[src/rtl/wmr_pkg.sv]
`default_nettype none
// ============================================================================
// Module      : wmr_pkg
// Description : Shared types and widths for the write/read start/finish
//               handshake. Used by both the initiator and the responder.
// Revision    : 1.0 - initial release
// ============================================================================
package wmr_pkg;

  localparam int WMR_ADDR_W = 3;
  localparam int WMR_DATA_W = 32;

  // Initiator handshake phases: accept, request, release, respond.
  typedef enum logic [1:0] {
    ST_IDLE = 2'd0,
    ST_REQ  = 2'd1,
    ST_REL  = 2'd2,
    ST_RSP  = 2'd3
  } wmr_init_state_t;

endpackage
`default_nettype wire

[src/rtl/wmr_initiator_if.sv]
`default_nettype none
// ============================================================================
// Module      : wmr_initiator_if
// Description : Command, responder and response bundles of the initiator.
//               master = initiator view, slave = environment view.
// Revision    : 1.0 - initial release
// ============================================================================
interface wmr_initiator_if;
  import wmr_pkg::*;

  // command port
  logic                  req_valid;
  logic                  req_ready;
  logic                  req_wren;
  logic [WMR_ADDR_W-1:0] req_address;
  logic [WMR_DATA_W-1:0] req_wdata;

  // responder side
  logic                  start;
  logic                  wren;
  logic [WMR_ADDR_W-1:0] address;
  logic [WMR_DATA_W-1:0] write_data;
  logic                  finish;
  logic [WMR_DATA_W-1:0] rd_data;

  // response port
  logic                  rsp_valid;
  logic                  rsp_ready;
  logic [WMR_DATA_W-1:0] rsp_rdata;
  logic                  rsp_error;

  modport master (
    input  req_valid, req_wren, req_address, req_wdata,
    output req_ready,
    output start, wren, address, write_data,
    input  finish, rd_data,
    output rsp_valid, rsp_rdata, rsp_error,
    input  rsp_ready
  );

  modport slave (
    output req_valid, req_wren, req_address, req_wdata,
    input  req_ready,
    input  start, wren, address, write_data,
    output finish, rd_data,
    input  rsp_valid, rsp_rdata, rsp_error,
    output rsp_ready
  );

endinterface
`default_nettype wire

[src/rtl/wmr_watchdog.sv]
`default_nettype none
// ============================================================================
// Module      : wmr_watchdog
// Description : Saturating up-counter measuring cycles spent in a handshake
//               phase. o_expired flags the TIMEOUT_CYCLES-th cycle.
// Revision    : 1.0 - initial release
// ============================================================================
module wmr_watchdog #(
  parameter int TIMEOUT_CYCLES = 255,
  parameter int CNT_W          = $clog2(TIMEOUT_CYCLES + 1)
) (
  input  wire logic clk,
  input  wire logic rst_n,
  input  wire logic i_clear,
  input  wire logic i_enable,
  output logic      o_expired
);

  // The count holds the number of cycles already completed in the phase, so
  // it reads TIMEOUT_CYCLES-1 during the TIMEOUT_CYCLES-th cycle.
  localparam logic [CNT_W-1:0] C_LIMIT = CNT_W'(TIMEOUT_CYCLES - 1);
  localparam logic [CNT_W-1:0] C_MAX   = CNT_W'(TIMEOUT_CYCLES);

  logic [CNT_W-1:0] r_count;

  // Count enabled cycles; clear wins; hold at C_MAX so it never wraps.
  always_ff @(posedge clk or negedge rst_n) begin
    if (!rst_n) begin
      r_count <= '0;
    end else if (i_clear) begin
      r_count <= '0;
    end else if (i_enable && (r_count != C_MAX)) begin
      r_count <= r_count + 1'b1;
    end
  end

  assign o_expired = (r_count >= C_LIMIT);

endmodule
`default_nettype wire

[src/rtl/wmr_initiator.sv]
`default_nettype none
// ============================================================================
// Module      : wmr_initiator
// Description : Initiator of the start/finish four-phase handshake. Takes one
//               command at a time, drives start/wren/address/write_data,
//               waits for finish to rise and fall, and returns a response.
//               A watchdog aborts REQ or REL when the responder is silent.
// Revision    : 1.0 - initial release
// ============================================================================
module wmr_initiator
  import wmr_pkg::*;
#(
  parameter int TIMEOUT_CYCLES = 255,
  parameter int CNT_W          = $clog2(TIMEOUT_CYCLES + 1)
) (
  input wire logic         clk,
  input wire logic         rst_n,
  wmr_initiator_if.master  bus
);

  wmr_init_state_t r_state;
  wmr_init_state_t w_state_nxt;

  logic                  r_req_ready, w_req_ready_nxt;
  logic                  r_start,     w_start_nxt;
  logic                  r_rsp_valid, w_rsp_valid_nxt;
  logic                  r_wren,      w_wren_nxt;
  logic [WMR_ADDR_W-1:0] r_address,   w_address_nxt;
  logic [WMR_DATA_W-1:0] r_wdata,     w_wdata_nxt;
  logic [WMR_DATA_W-1:0] r_rdata,     w_rdata_nxt;
  logic                  r_error,     w_error_nxt;

  logic w_wd_clear;
  logic w_wd_enable;
  logic w_wd_expired;

  wmr_watchdog #(
    .TIMEOUT_CYCLES (TIMEOUT_CYCLES),
    .CNT_W          (CNT_W)
  ) u_watchdog (
    .clk       (clk),
    .rst_n     (rst_n),
    .i_clear   (w_wd_clear),
    .i_enable  (w_wd_enable),
    .o_expired (w_wd_expired)
  );

  // Next-state, field updates and watchdog control for the handshake.
  always_comb begin
    w_state_nxt   = r_state;
    w_wren_nxt    = r_wren;
    w_address_nxt = r_address;
    w_wdata_nxt   = r_wdata;
    w_rdata_nxt   = r_rdata;
    w_error_nxt   = r_error;
    w_wd_clear    = 1'b0;
    w_wd_enable   = 1'b0;

    case (r_state)
      ST_IDLE: begin
        if (bus.req_valid) begin
          w_wren_nxt    = bus.req_wren;
          w_address_nxt = bus.req_address;
          w_wdata_nxt   = bus.req_wdata;
          w_wd_clear    = 1'b1;
          w_state_nxt   = ST_REQ;
        end
      end

      ST_REQ: begin
        w_wd_enable = 1'b1;
        // finish is checked first: an ack in the timeout cycle still succeeds
        if (bus.finish) begin
          if (!r_wren) begin
            w_rdata_nxt = bus.rd_data;
          end
          w_wd_clear  = 1'b1;
          w_state_nxt = ST_REL;
        end else if (w_wd_expired) begin
          w_error_nxt = 1'b1;
          w_rdata_nxt = '0;
          w_wd_clear  = 1'b1;
          w_state_nxt = ST_REL;
        end
      end

      ST_REL: begin
        w_wd_enable = 1'b1;
        if (!bus.finish) begin
          w_state_nxt = ST_RSP;
        end else if (w_wd_expired) begin
          // a read captured in REQ is discarded once the release fails
          w_error_nxt = 1'b1;
          w_rdata_nxt = '0;
          w_state_nxt = ST_RSP;
        end
      end

      ST_RSP: begin
        if (bus.rsp_ready) begin
          w_rdata_nxt = '0;
          w_error_nxt = 1'b0;
          w_state_nxt = ST_IDLE;
        end
      end

      default: begin
        w_rdata_nxt = '0;
        w_error_nxt = 1'b0;
        w_state_nxt = ST_IDLE;
      end
    endcase

    // Handshake outputs are decoded from the next state so they leave flops.
    w_start_nxt     = (w_state_nxt == ST_REQ);
    w_req_ready_nxt = (w_state_nxt == ST_IDLE);
    w_rsp_valid_nxt = (w_state_nxt == ST_RSP);
  end

  // State and output registers; reset drops start immediately.
  always_ff @(posedge clk or negedge rst_n) begin
    if (!rst_n) begin
      r_state     <= ST_IDLE;
      r_req_ready <= 1'b1;
      r_start     <= 1'b0;
      r_rsp_valid <= 1'b0;
      r_wren      <= 1'b0;
      r_address   <= '0;
      r_wdata     <= '0;
      r_rdata     <= '0;
      r_error     <= 1'b0;
    end else begin
      r_state     <= w_state_nxt;
      r_req_ready <= w_req_ready_nxt;
      r_start     <= w_start_nxt;
      r_rsp_valid <= w_rsp_valid_nxt;
      r_wren      <= w_wren_nxt;
      r_address   <= w_address_nxt;
      r_wdata     <= w_wdata_nxt;
      r_rdata     <= w_rdata_nxt;
      r_error     <= w_error_nxt;
    end
  end

  assign bus.req_ready  = r_req_ready;
  assign bus.start      = r_start;
  assign bus.wren       = r_wren;
  assign bus.address    = r_address;
  assign bus.write_data = r_wdata;
  assign bus.rsp_valid  = r_rsp_valid;
  assign bus.rsp_rdata  = r_rdata;
  assign bus.rsp_error  = r_error;

endmodule
`default_nettype wire

[src/flat_wrapper.sv]
// flat-port wrapper written by rule: the top's interface ports become plain ports
module wmr_initiator_flat import wmr_pkg::*;
#(
  parameter int TIMEOUT_CYCLES = 255,
  parameter int CNT_W          = $clog2(TIMEOUT_CYCLES + 1)
)
  (clk, rst_n, bus_req_valid, bus_req_wren, bus_req_address, bus_req_wdata, bus_req_ready, bus_start, bus_wren, bus_address, bus_write_data, bus_finish, bus_rd_data, bus_rsp_valid, bus_rsp_rdata, bus_rsp_error, bus_rsp_ready);
  wmr_initiator_if bus_i ();
  input wire logic clk;
  input wire logic rst_n;
  input wire logic [$bits(bus_i.req_valid)-1:0] bus_req_valid;
  input wire logic [$bits(bus_i.req_wren)-1:0] bus_req_wren;
  input wire logic [$bits(bus_i.req_address)-1:0] bus_req_address;
  input wire logic [$bits(bus_i.req_wdata)-1:0] bus_req_wdata;
  output wire logic [$bits(bus_i.req_ready)-1:0] bus_req_ready;
  output wire logic [$bits(bus_i.start)-1:0] bus_start;
  output wire logic [$bits(bus_i.wren)-1:0] bus_wren;
  output wire logic [$bits(bus_i.address)-1:0] bus_address;
  output wire logic [$bits(bus_i.write_data)-1:0] bus_write_data;
  input wire logic [$bits(bus_i.finish)-1:0] bus_finish;
  input wire logic [$bits(bus_i.rd_data)-1:0] bus_rd_data;
  output wire logic [$bits(bus_i.rsp_valid)-1:0] bus_rsp_valid;
  output wire logic [$bits(bus_i.rsp_rdata)-1:0] bus_rsp_rdata;
  output wire logic [$bits(bus_i.rsp_error)-1:0] bus_rsp_error;
  input wire logic [$bits(bus_i.rsp_ready)-1:0] bus_rsp_ready;
  assign bus_i.req_valid = bus_req_valid;
  assign bus_i.req_wren = bus_req_wren;
  assign bus_i.req_address = bus_req_address;
  assign bus_i.req_wdata = bus_req_wdata;
  assign bus_req_ready = bus_i.req_ready;
  assign bus_start = bus_i.start;
  assign bus_wren = bus_i.wren;
  assign bus_address = bus_i.address;
  assign bus_write_data = bus_i.write_data;
  assign bus_i.finish = bus_finish;
  assign bus_i.rd_data = bus_rd_data;
  assign bus_rsp_valid = bus_i.rsp_valid;
  assign bus_rsp_rdata = bus_i.rsp_rdata;
  assign bus_rsp_error = bus_i.rsp_error;
  assign bus_i.rsp_ready = bus_rsp_ready;
  wmr_initiator #(.TIMEOUT_CYCLES(TIMEOUT_CYCLES), .CNT_W(CNT_W)) u_core (.clk(clk), .rst_n(rst_n), .bus(bus_i));
endmodule
[config.mk]
export PLATFORM = sky130hd
export DESIGN_NAME = wmr_initiator_flat
export DESIGN_NICKNAME = d
export VERILOG_FILES = /design/src/rtl/wmr_pkg.sv /design/src/rtl/wmr_initiator_if.sv /design/src/rtl/wmr_watchdog.sv /design/src/rtl/wmr_initiator.sv /design/src/flat_wrapper.sv
export SDC_FILE = /design/constraint.sdc
export NUM_CORES = 1
export LEC_CHECK = 0
export CORE_UTILIZATION = 48
export CTS_BUF_LIST = sky130_fd_sc_hd__clkbuf_16
export DETAILED_ROUTE_END_ITERATION = 8
export HOLD_SLACK_MARGIN = 0.05
export PLACE_DENSITY = 0.94
export SYNTH_ARGS = -nofsm -noshare
export SYNTH_HDL_FRONTEND = slang
export SYNTH_HIERARCHICAL = 1
export SYNTH_SLANG_ARGS = --single-unit
[constraint.sdc]
create_clock -name clk -period 4.9 [get_ports clk]
set_clock_uncertainty 0.15 [all_clocks]
set_input_delay 0.98 -clock clk [delete_from_list [all_inputs] [get_ports clk]]
set_output_delay 0.98 -clock clk [all_outputs]
set_load 0.01 [all_outputs]
# After elaboration in Yosys (flattened, before gate mapping)
# Index checks and enable logic that the tools add are counted.
word_totals:
  elab_cells: 56
  register_bits: 82
op_classes:
  n_lt_le_gt_ge: 1
  n_eq_ne: 10
  addsub: 1
  reduce_logical: 9
  muxes: 25
ops:
  columns: ["operator", "count"]
  rows:
  - ["$mux 32", 5]
  - ["$pmux 32 s3", 1]
  - ["$mux 8", 2]
  - ["$mux 2", 6]
  - ["$add 8x1->8 const B", 1]
  - ["$ge 8x8->1 const B", 1]
  - ["$mux 1", 8]
  - ["$ne 8x8->1 const B", 1]
  - ["$pmux 2 s4", 1]
  - ["$reduce_and 4->1", 2]
  - ["$eq 2x2->1 const B", 3]
  - ["$ne 2x2->1 const B", 3]
  - ["$eq 2x1->1 const B", 2]
  - ["$logic_not 2->1", 2]
  - ["$ne 3x3->1 const B", 1]
  - ["$pmux 1 s3", 1]
  - ["$reduce_bool 3->1", 1]
  - ["$pmux 1 s2", 1]
  - ["$reduce_and 2->1", 1]
  - ["$reduce_bool 2->1", 1]
  - ["$reduce_or 2->1", 1]
  - ["$logic_and 1x1->1", 1]

# Depth between registers and ports, before layout
# Gate-level depths: netlist of run 1.
depth:
  word_depth: 6
  ltp_mapped: 9
  ltp_nobuf: 8

# Modules after synthesis
# Netlist of run 1, hierarchy kept.
modules_own_cells:
  columns: ["mod", "area_each_um2", "n_inst", "cells_per_inst"]
  rows:
  - ["wmr_initiator", 3520.9, 1, 298]
  - ["wmr_watchdog", 493.0, 1, 52]

# Worst setup path before layout of run 1
# Ideal clock, no wire load.
synth_timing:
  path_type: "input-to-reg"
  from: "input port bus_req_valid"
  to: "register u_core.u_watchdog.r_count[0]"
  setup_ns: 0.125
  setup_slack_ns: 2.642
  path_stages: 7
  t_arrival_ns: 1.983
  path_buffers: 3
  t_required_ns: 4.625
  cell_sequence: "nand2_1 buf_4 buf_6 nand2_1 buf_1 nor2_1 mux2_4"
synth_via:
  elab_chain_len: 3
  word_cells_on_any_way: 4
synth_rtl:
  columns: ["item", "line", "source"]
  rows:
  - ["start, declared", "flat_wrapper.sv:11", "input wire logic [$bits(bus_i.req_valid)-1:0] bus_req_valid;"]
  - ["$mux 1 *", "wmr_initiator.sv:61", "if (bus.req_valid) begin"]
  - ["$pmux 1 s2 *", "wmr_initiator.sv:59", "case (r_state)"]
  - ["net u_core.w_wd_clear", "wmr_initiator.sv:33", "logic w_wd_clear;"]
  - ["$mux 8 / $reduce_bool 2->1 (equally long branches)", null, null]
  - ["end signal, assigned", "wmr_watchdog.sv:33", "r_count <= r_count + 1'b1;"]
  - ["end, declared", "wmr_watchdog.sv:24", "logic [CNT_W-1:0] r_count;"]
# Mark *: on every way through the listed nets, which the timed path passes. The rest lies on a longest branch.
# A chain may end at the register's enable or synchronous reset.

# Worst setup path in the final report of run 1
layout_timing:
  from: "input port bus_req_valid"
  to: "register u_core.u_watchdog.r_count[4]"
# The elaborated chain is that of the path after synthesis.

==> flow_metrics.py, run 1 <==
metrics = {
    "yosys": {
        "syn_area_sq_um": 4010,
        "yosys_warnings": 6,
        "synthesis.nets": 429,
        "ys_seq_elements": 82,
        "async_flop_share": 1.00,
        "synth_top_area_share": 0.505,
        "synth_cells": 350,
        "synth_area_leader_cell": "dfrtp_1",
        "synth_edf_count": 0,
        "synth_ff_type": "dfrtp_1",
        "ys_seq_area_frac": 0.512,
        "ys_types": 43,
        "postSynthAreaPerCell_sq_um": 11.5,
        "synthTopCellsByArea": "dfrtp_1, nand3_1, mux2_4, nand3b_1, o31ai_1",
    },
    "flow_run": {
        "maxCapViolations": 0,
    },
    "setup_path": {
        "end_kind": "register",
        "critical_path_class": "primary input to register",
        "cp_max_fo": 38,
        "critical-path-max-stage-delay_ns": 0.80,
        "crit_buf_inv": 1,
        "timing.critical_path.max_delay_family": "simple AND/OR/NAND/NOR gates",
        "worstPathArrival_ns": 3.08,
        "path_cells": "clkdlybuf4s50_1, nand2_2, nand2_1, o21bai_1, a31oi_1",
        "start_kind": "primary input",
        "required_ns": 5.00,
        "cp_slowest_cell": "nand2_2",
    },
    "placement": {
        "hpwlAfterDp_microns": 7190,
        "post_dp_cell_area_sq_um": 5470,
        "port_buffers": 144,
        "place.gp.congestion": 0.762,
    },
    "floorplan": {
        "fp.coreArea_sq_um": 7890,
        "die_area_sq_um": 8730,
        "rows": 32,
        "die_w_microns": 93.4,
        "start_util": 0.509,
        "ios": 145,
        "die_h_microns": 93.4,
    },
    "drt": {
        "avgRoutedWirePerCell_microns": 18.1,
        "post-route-drc-count": 0,
        "finalWirelength_microns": 10600,
        "first_pass_iters": 5,
        "vias_per_cell": 5.87,
        "drt-initial-drc-count": 173,
        "num_vias": 3439,
        "ant_nets": 0,
    },
    "final_layout": {
        "area_growth_pct": 44.0,
        "multi_input_area_sq_um": 1790,
        "ff_latch_area_sq_um": 2050,
        "nets": 558,
        "fin_area_sq_um": 5780,
        "antennaDiodeCount": 0,
        "fill_cells": 553,
        "utilization": 0.733,
        "layout-drive-gt1-share": 0.136,
    },
    "global_routing": {
        "grt_max_degree": 83,
        "gr-usage-met2": 0.415,
        "grt_pass1_wl_microns": 17000,
        "grt_pass1_vias": 3378,
        "grt_overflow": 0,
        "grt_util_met3": 0.0732,
        "top_usage_layer": "met2",
        "use_met1": 0.319,
        "grt_usage": 0.250,
        "antenna_found_initial": 0,
    },
    "sta": {
        "setup_tns_ns": 0,
        "finalHoldWorstSlack_ns": 0.354,
        "period_needed_ns": 2.98,
        "rsz0062_at_grt": "false",
        "hold_viol_final": 0,
        "worst_pin_slew_ns": 1.15,
        "drv_slew": 0,
        "maxSlewHeadroom": 0.233,
        "finalCritPeriodShare": 0.609,
        "max_freq_ghz": 0.335,
        "setup-violations-final": 0,
    },
    "clock_network": {
        "clockBufferDepth": 2,
        "clk_latency_ns": 0.33,
        "cts_tree": "done",
        "cts_setup_buffers": 0,
        "cts_hold_buf": 0,
        "cts.sinks": 82,
        "htreeDepth": 3,
        "cts_resized": 0,
        "cts_buffers": 9,
        "cts-root-buf": "clkbuf_16",
        "cts.clk_slew.worst_paths_ns": 0.06,
    },
    "power_and_ir_drop": {
        "ir_drop_mv": 0.442,
        "leakage_uw": 0.00240,
        "power.density_nw_per_um2": 668,
    },
    "min_path": {
        "hold_class": "register to register",
    },
    "run_status": {
        "status": "finished, final reports clean",
    },
}
layer usage:
layer,wire length [microns],part of all wire
met1,4140,0.39
met2,5360,0.50
met3,1020,0.096
met4,101,0.0095
met5,0,0
path summary, 6_finish.rpt:
kind                                     startpoint  slack [ns]  cells past startpoint                            to
setup / recovery                      bus_req_valid        1.92                      5  u_core/u_watchdog/r_count[4]
hold / removal             u_core/bus.write_data[1]        0.35                      1      u_core/bus.write_data[1]
setup reg to reg                  u_core/r_state[1]        2.10                      6  u_core/u_watchdog/r_count[0]
hold reg to reg            u_core/bus.write_data[1]        0.35                      1      u_core/bus.write_data[1]
max in group asynchronous                     rst_n        3.25                      1       u_core/bus.rsp_rdata[2]
min in group asynchronous                     rst_n        0.68                      1     u_core/bus.write_data[25]
where the power goes:
group          internal, uW  total [uW]  switching [uW]
clock                   441         697             257
sequential             1010        1240             229
combinational          1060        1930             874
layout by cell type (no fill, tap or decap), types with 2 or more instances in the layout:
| cell type | instances |
|---|---|
| and3_1 | 2 |
| a21oi_1 | 4 |
| bufinv_16 | 2 |
| dfrtp_1 | 81 |
| a211oi_1 | 5 |
| nor2b_2 | 2 |
| clkinvlp_4 | 2 |
| nand2_1 | 5 |
| mux2_2 | 17 |
| nor3_1 | 6 |
| mux2_4 | 20 |
| nor2_1 | 6 |
| nand3b_1 | 32 |
| inv_1 | 7 |
| buf_4 | 6 |
| clkdlybuf4s50_1 | 143 |
| ha_1 | 6 |
| a41oi_1 | 2 |
| nand3_1 | 68 |
| clkbuf_16 | 9 |
| o21ai_0 | 2 |
| o31ai_1 | 32 |
Yosys cell counts (2+ instances only):
library cell and n:
o31ai_1 32, ha_1 6, nor3_1 7, inv_1 5, a21oi_1 4, nand3b_1 32
buf_4 2, o21ai_0 2, o21bai_1 2, nand2_1 6, buf_2 13, clkbuf_1 11
mux2_4 20, mux2_2 17, nor2b_1 3, dfrtp_1 81, nor2_1 6, a211oi_1 5
nand3_1 68, and3_1 2, a41oi_1 2, buf_6 3
cell type report:
| cell class | instances | area share |
|---|---|---|
| inverter | 5 | 0.00325 |
| sequential | 82 | 0.355 |
| timing repair buffer | 149 | 0.255 |
| clock inverter | 7 | 0.0149 |
| tap | 102 | 0.0221 |
| multi-input combinational | 232 | 0.310 |
| clock buffer | 9 | 0.0390 |
flip-flops by register name (all words and copies together), names as in the netlist:
signal and flops:
u_core/bus.address 3, u_core/bus.req_ready 1, u_core/bus.rsp_error 1, u_core/bus.rsp_rdata 32
u_core/bus.rsp_valid 1, u_core/bus.start 1, u_core/bus.wren 1, u_core/bus.write_data 32
u_core/r_state 2, u_core/u_watchdog/r_count 8
logic make-up after synthesis:
logic type,synth area share
compound gates,0.109
fa+ha+maj,0.0187
buf+inv,0.0455
flops,0.512
mux,0.123
simple gates,0.193
through the flow:
step,power [uW],instances,setup WS (ns)
floorplan,2270,350,2.64
global placement,3070,570,1.64
detailed placement,3170,570,1.51
CTS,3890,586,1.91
global route,4090,586,1.76
finish,3860,586,1.92
Power figures use the tool's default switching activity.
==> run 2: changes to the inputs <==
CORE_UTILIZATION = 45   (was 48)
PLACE_DENSITY = 0.9   (was 0.94)
clock period = 3 ns   (was 4.9 ns; I/O delays follow)
==> flow_metrics.py, run 2 (synthesized netlist as in run 1, its figures left out) <==
metrics = {
    "setup_path": {
        "timing.critical_path.max_delay_family": "simple AND/OR/NAND/NOR gates",
        "critical-path-max-stage-delay_ns": 0.69,
        "reg2reg_from": "u_core/r_state[0]",
        "crit_buf_inv": 2,
        "worstPathArrival_ns": 2.46,
        "cp_slowest_cell": "nor2b_2",
        "rrSetupSlack_ns": 0.64,
        "ff2ff_path_depth": 6,
        "r2r-end": "u_core/bus.rsp_rdata[18]",
        "end_kind": "register",
        "path_cells": "inv_1, ha_1, nor2b_2, buf_4, o31ai_1, nand3_1",
        "start_kind": "register",
        "critical_path_class": "register to register",
        "required_ns": 3.10,
        "cp_max_fo": 18,
    },
    "global_routing": {
        "antenna_found_initial": 0,
        "grt_overflow": 0,
        "grt_pass1_vias": 3311,
        "grt_pass1_wl_microns": 16100,
        "grt_usage": 0.224,
        "grt_max_degree": 83,
    },
    "sta": {
        "setup-violations-final": 0,
        "finalHoldWorstSlack_ns": 0.292,
        "period_needed_ns": 2.36,
        "max_freq_ghz": 0.423,
        "worst_pin_slew_ns": 1.02,
        "hold_viol_final": 0,
        "maxSlewHeadroom": 0.317,
        "rsz0062_at_grt": "false",
        "finalCritPeriodShare": 0.788,
        "setup_tns_ns": 0,
        "finalWorstSetupSlack_ns": 0.637,
        "drv_slew": 0,
    },
    "final_layout": {
        "area_growth_pct": 44.3,
        "layout-drive-gt1-share": 0.143,
        "fill_cells": 662,
        "final_common_cell": "clkdlybuf4s50_1",
        "mostFrequentLayoutCells": "clkdlybuf4s50_1, dfrtp_1, nand3_1",
        "antennaDiodeCount": 0,
        "nets": 563,
    },
    "drt": {
        "finalWirelength_microns": 10300,
        "drt-initial-drc-count": 196,
        "post-route-drc-count": 0,
        "ant_nets": 0,
        "vias_per_cell": 5.75,
        "num_vias": 3429,
        "avgRoutedWirePerCell_microns": 17.2,
        "first_pass_iters": 5,
    },
    "floorplan": {
        "fp.coreArea_sq_um": 8680,
        "die_w_microns": 96.4,
        "die_area_sq_um": 9300,
        "rows": 34,
        "die_h_microns": 96.4,
        "start_util": 0.463,
        "ios": 145,
    },
    "clock_network": {
        "cts.clk_slew.worst_paths_ns": 0.06,
        "cts_hold_buf": 0,
        "clk_latency_ns": 0.32,
        "cts-root-buf": "clkbuf_16",
        "cts_setup_buffers": 0,
        "cts_tree": "done",
        "cts_buffers": 9,
        "htreeDepth": 3,
        "clockBufferDepth": 2,
        "cts_resized": 0,
        "cts.sinks": 82,
    },
    "flow_run": {
        "maxCapViolations": 0,
    },
    "placement": {
        "place.gp.congestion": 0.839,
        "port_buffers": 144,
        "pre_cts_ws_ns": 0.368,
        "hpwlAfterDp_microns": 7040,
    },
    "min_path": {
        "hold_class": "primary input to async pin",
    },
    "power_and_ir_drop": {
        "leakage_uw": 0.00241,
        "ir_drop_mv": 0.465,
        "power.density_nw_per_um2": 1060,
    },
    "run_status": {
        "status": "finished, final reports clean",
    },
}
[run 2: cell count changes in the layout (fill, tap and decap cells not counted), sizes merged]
cell      change
clkinv        +4
bufinv        -2
buf           +5
inv           -1
clkinvlp      -2
[run 2: worst max path at each step]
stage / from / end / slack, ns / cells after the start
2_1_floorplan: u_core/u_watchdog/r_count[0] / u_core/u_watchdog/r_count[0] / 0.75 / 9
3_3_place_gp: bus_finish / u_core/bus.rsp_rdata[26] / 0.48 / 5
3_5_place_dp: bus_finish / u_core/bus.rsp_rdata[18] / 0.37 / 5
4_1_cts: u_core/r_state[0] / u_core/bus.rsp_rdata[18] / 0.65 / 6
5_1_grt: u_core/r_state[0] / u_core/bus.rsp_rdata[18] / 0.49 / 6
6_report: u_core/r_state[0] / u_core/bus.rsp_rdata[18] / 0.64 / 6
[run 2: area by class of cell]
cell class	instances	area, sq um	share of cell area
Clock buffer	9	225	0.0389
Clock inverter	6	26.3	0.00454
Timing Repair Buffer	154	1540	0.266
Multi-Input combinational cell	232	1790	0.310
Tap cell	108	135	0.0233
Inverter	5	18.8	0.00324
Sequential cell	82	2050	0.355
[run 2: metal layers]
layer,track usage,vias to the layer above,share of wire
met2,0.370,143,0.48
met5,0,-,0
met1,0.289,1707,0.42
met4,0.0637,0,0.011
met3,0.0603,10,0.082
li1,-,1569,-
[run 2: power by group]
group          switching, uW  internal (uW)
registers                372           1650
clock network            401            542
logic                   1410           1790
total                   2190           3970
[run 2: per-stage QoR]
step	instances	total power, uW	cell area, sq um	utilization
5_1_grt	596	6570	5790	0.667
2_1_floorplan	350	3710	4010	-
3_3_place_gp	581	5080	5540	0.638
4_1_cts	596	6200	5790	0.667
6_report	596	6160	5790	0.667
3_5_place_dp	581	5230	5540	0.638
==> run 3: changes to the inputs <==
CORE_UTILIZATION = 41   (was 45)
PLACE_DENSITY = 0.86   (was 0.9)
clock period = 2 ns   (was 3 ns; I/O delays follow)
==> flow_metrics.py, run 3 (synthesized netlist as in run 1, its figures left out) <==
metrics = {
    "global_routing": {
        "grt_pass1_wl_microns": 17000,
        "grt_pass1_vias": 3430,
        "grt_overflow": 0,
        "antenna_found_initial": 0,
        "grt_usage": 0.215,
        "grt_max_degree": 83,
    },
    "sta": {
        "hold_viol_final": 0,
        "finalWorstSetupSlack_ns": 0.0638,
        "setup-violations-final": 0,
        "max_freq_ghz": 0.516,
        "maxSlewHeadroom": 0.696,
        "period_needed_ns": 1.94,
        "drv_slew": 0,
        "rsz0062_at_grt": "false",
        "setup_tns_ns": 0,
        "worst_pin_slew_ns": 0.453,
        "finalCritPeriodShare": 0.968,
    },
    "floorplan": {
        "die_area_sq_um": 10200,
        "start_util": 0.428,
        "die_w_microns": 101,
        "rows": 35,
        "die_h_microns": 101,
        "ios": 145,
        "fp.coreArea_sq_um": 9370,
    },
    "min_path": {
        "hold_start": "u_core/bus.write_data[2]",
        "hold_class": "register to register",
        "holdPathStages": 1,
        "min_to": "u_core/bus.write_data[2]",
    },
    "setup_path": {
        "reg2reg_from": "u_core/u_watchdog/r_count[1]",
        "path_cells": "clkdlybuf4s50_1",
        "start_kind": "register",
        "ff2ff_path_depth": 7,
        "crit_buf_inv": 1,
        "cp_max_fo": 1,
        "cp_slowest_cell": "clkdlybuf4s50_1",
        "worstPathArrival_ns": 1.39,
        "critical-path-max-stage-delay_ns": 0.54,
        "r2r-end": "u_core/u_watchdog/r_count[4]",
        "required_ns": 1.45,
        "end_kind": "primary output",
        "critical_path_class": "register to primary output",
        "rrSetupSlack_ns": 0.08,
        "timing.critical_path.from": "u_core/bus.req_ready",
        "timing.critical_path.max_delay_family": "buffers and inverters",
    },
    "final_layout": {
        "layout-drive-gt1-share": 0.179,
        "utilization": 0.643,
        "final_common_cell": "clkdlybuf4s50_1",
        "area_growth_pct": 50.2,
        "nets": 576,
        "mostFrequentLayoutCells": "clkdlybuf4s50_1, dfrtp_1, nand3_1",
        "antennaDiodeCount": 0,
    },
    "placement": {
        "port_buffers": 144,
        "place.gp.congestion": 0.800,
        "hpwlAfterDp_microns": 7400,
        "pre_cts_ws_ns": -0.135,
    },
    "power_and_ir_drop": {
        "ir_drop_mv": 0.937,
        "power.density_nw_per_um2": 1580,
        "leakage_uw": 0.00250,
        "total_power_uw": 9530,
    },
    "clock_network": {
        "cts.clk_slew.worst_paths_ns": 0.06,
        "htreeDepth": 3,
        "cts_tree": "done",
        "clockBufferDepth": 2,
        "clk_latency_ns": 0.33,
        "cts_buffers": 9,
        "cts-root-buf": "clkbuf_16",
        "cts.sinks": 82,
    },
    "drt": {
        "ant_nets": 0,
        "post-route-drc-count": 0,
        "vias_per_cell": 5.48,
        "drt-initial-drc-count": 288,
        "first_pass_iters": 5,
        "avgRoutedWirePerCell_microns": 17.5,
        "num_vias": 3457,
        "finalWirelength_microns": 11000,
    },
    "flow_run": {
        "maxCapViolations": 0,
    },
    "run_status": {
        "status": "finished, final reports clean",
    },
}
-- run 3: cell types whose count changed in the layout (fill, tap and decap cells not counted), sizes merged --
cell         before  now
dlygate4sd3       0    1
buf              11   23
clkinvlp          0    2
clkinv            5    4
-- run 3: area by class of cell --
cell class / instances / area [sq um]
fill: 731 / 3340
sequential: 82 / 2050
multi-input combinational: 232 / 1850
timing repair buffer: 167 / 1680
clock buffer: 9 / 225
tap: 129 / 161
clock inverter: 7 / 43.8
inverter: 5 / 18.8
-- run 3: worst reg2reg max path, stage by stage, from the launching register on --
cell	delay [ns]
dfrtp_1	0.43
ha_1	0.20
nor2_1	0.20
nor3_4	0.07
o21ai_1	0.23
nand2_2	0.19
o21bai_1	0.20
a31oi_1	0.17
-- run 3: what timing repair did --
action,CTS,global route
buffers inserted,1,0
hold buffers,1,0
resized for setup,2,9
cloned,0,0
endpoints found under the setup margin,3,21
hold endpoints to repair,81,0
pin swaps,0,2
-- run 3: where the power goes --
group | switching [uW] | internal, uW | leakage [uW]
Combinational | 2240 | 2750 | 0.00141
Clock | 677 | 834 | 0.000125
Sequential | 554 | 2470 | 0.000962
-- run 3: how the worst max path moves through the flow --
stage	to	slack [ns]	depth (start not counted)
after floorplan	u_core/u_watchdog/r_count[0]	0.06	9
after global placement	u_core/bus.start	-0.04	8
after detailed placement	u_core/bus.rsp_rdata[31]	-0.13	4
after CTS	u_core/u_watchdog/r_count[4]	0.009	7
after global routing	u_core/bus.rsp_rdata[17]	0.006	5
final	bus_req_ready	0.06	1
-- run 3: metal layers --
metal,vias to the layer above,global-route usage,share of wire
li1,1604,-,-
met1,1709,0.273,0.41
met2,130,0.366,0.52
met3,14,0.0416,0.056
met4,0,0.0769,0.012
met5,-,0,0
-- run 3: through the flow --
step	std cells	instance area [sq um]	hold WS, ns
global route	631	6030	0.369
detailed placement	613	5690	0.313
finish	631	6030	0.354
floorplan	350	4020	-0.0456
global placement	613	5690	0.312
CTS	631	6000	0.358
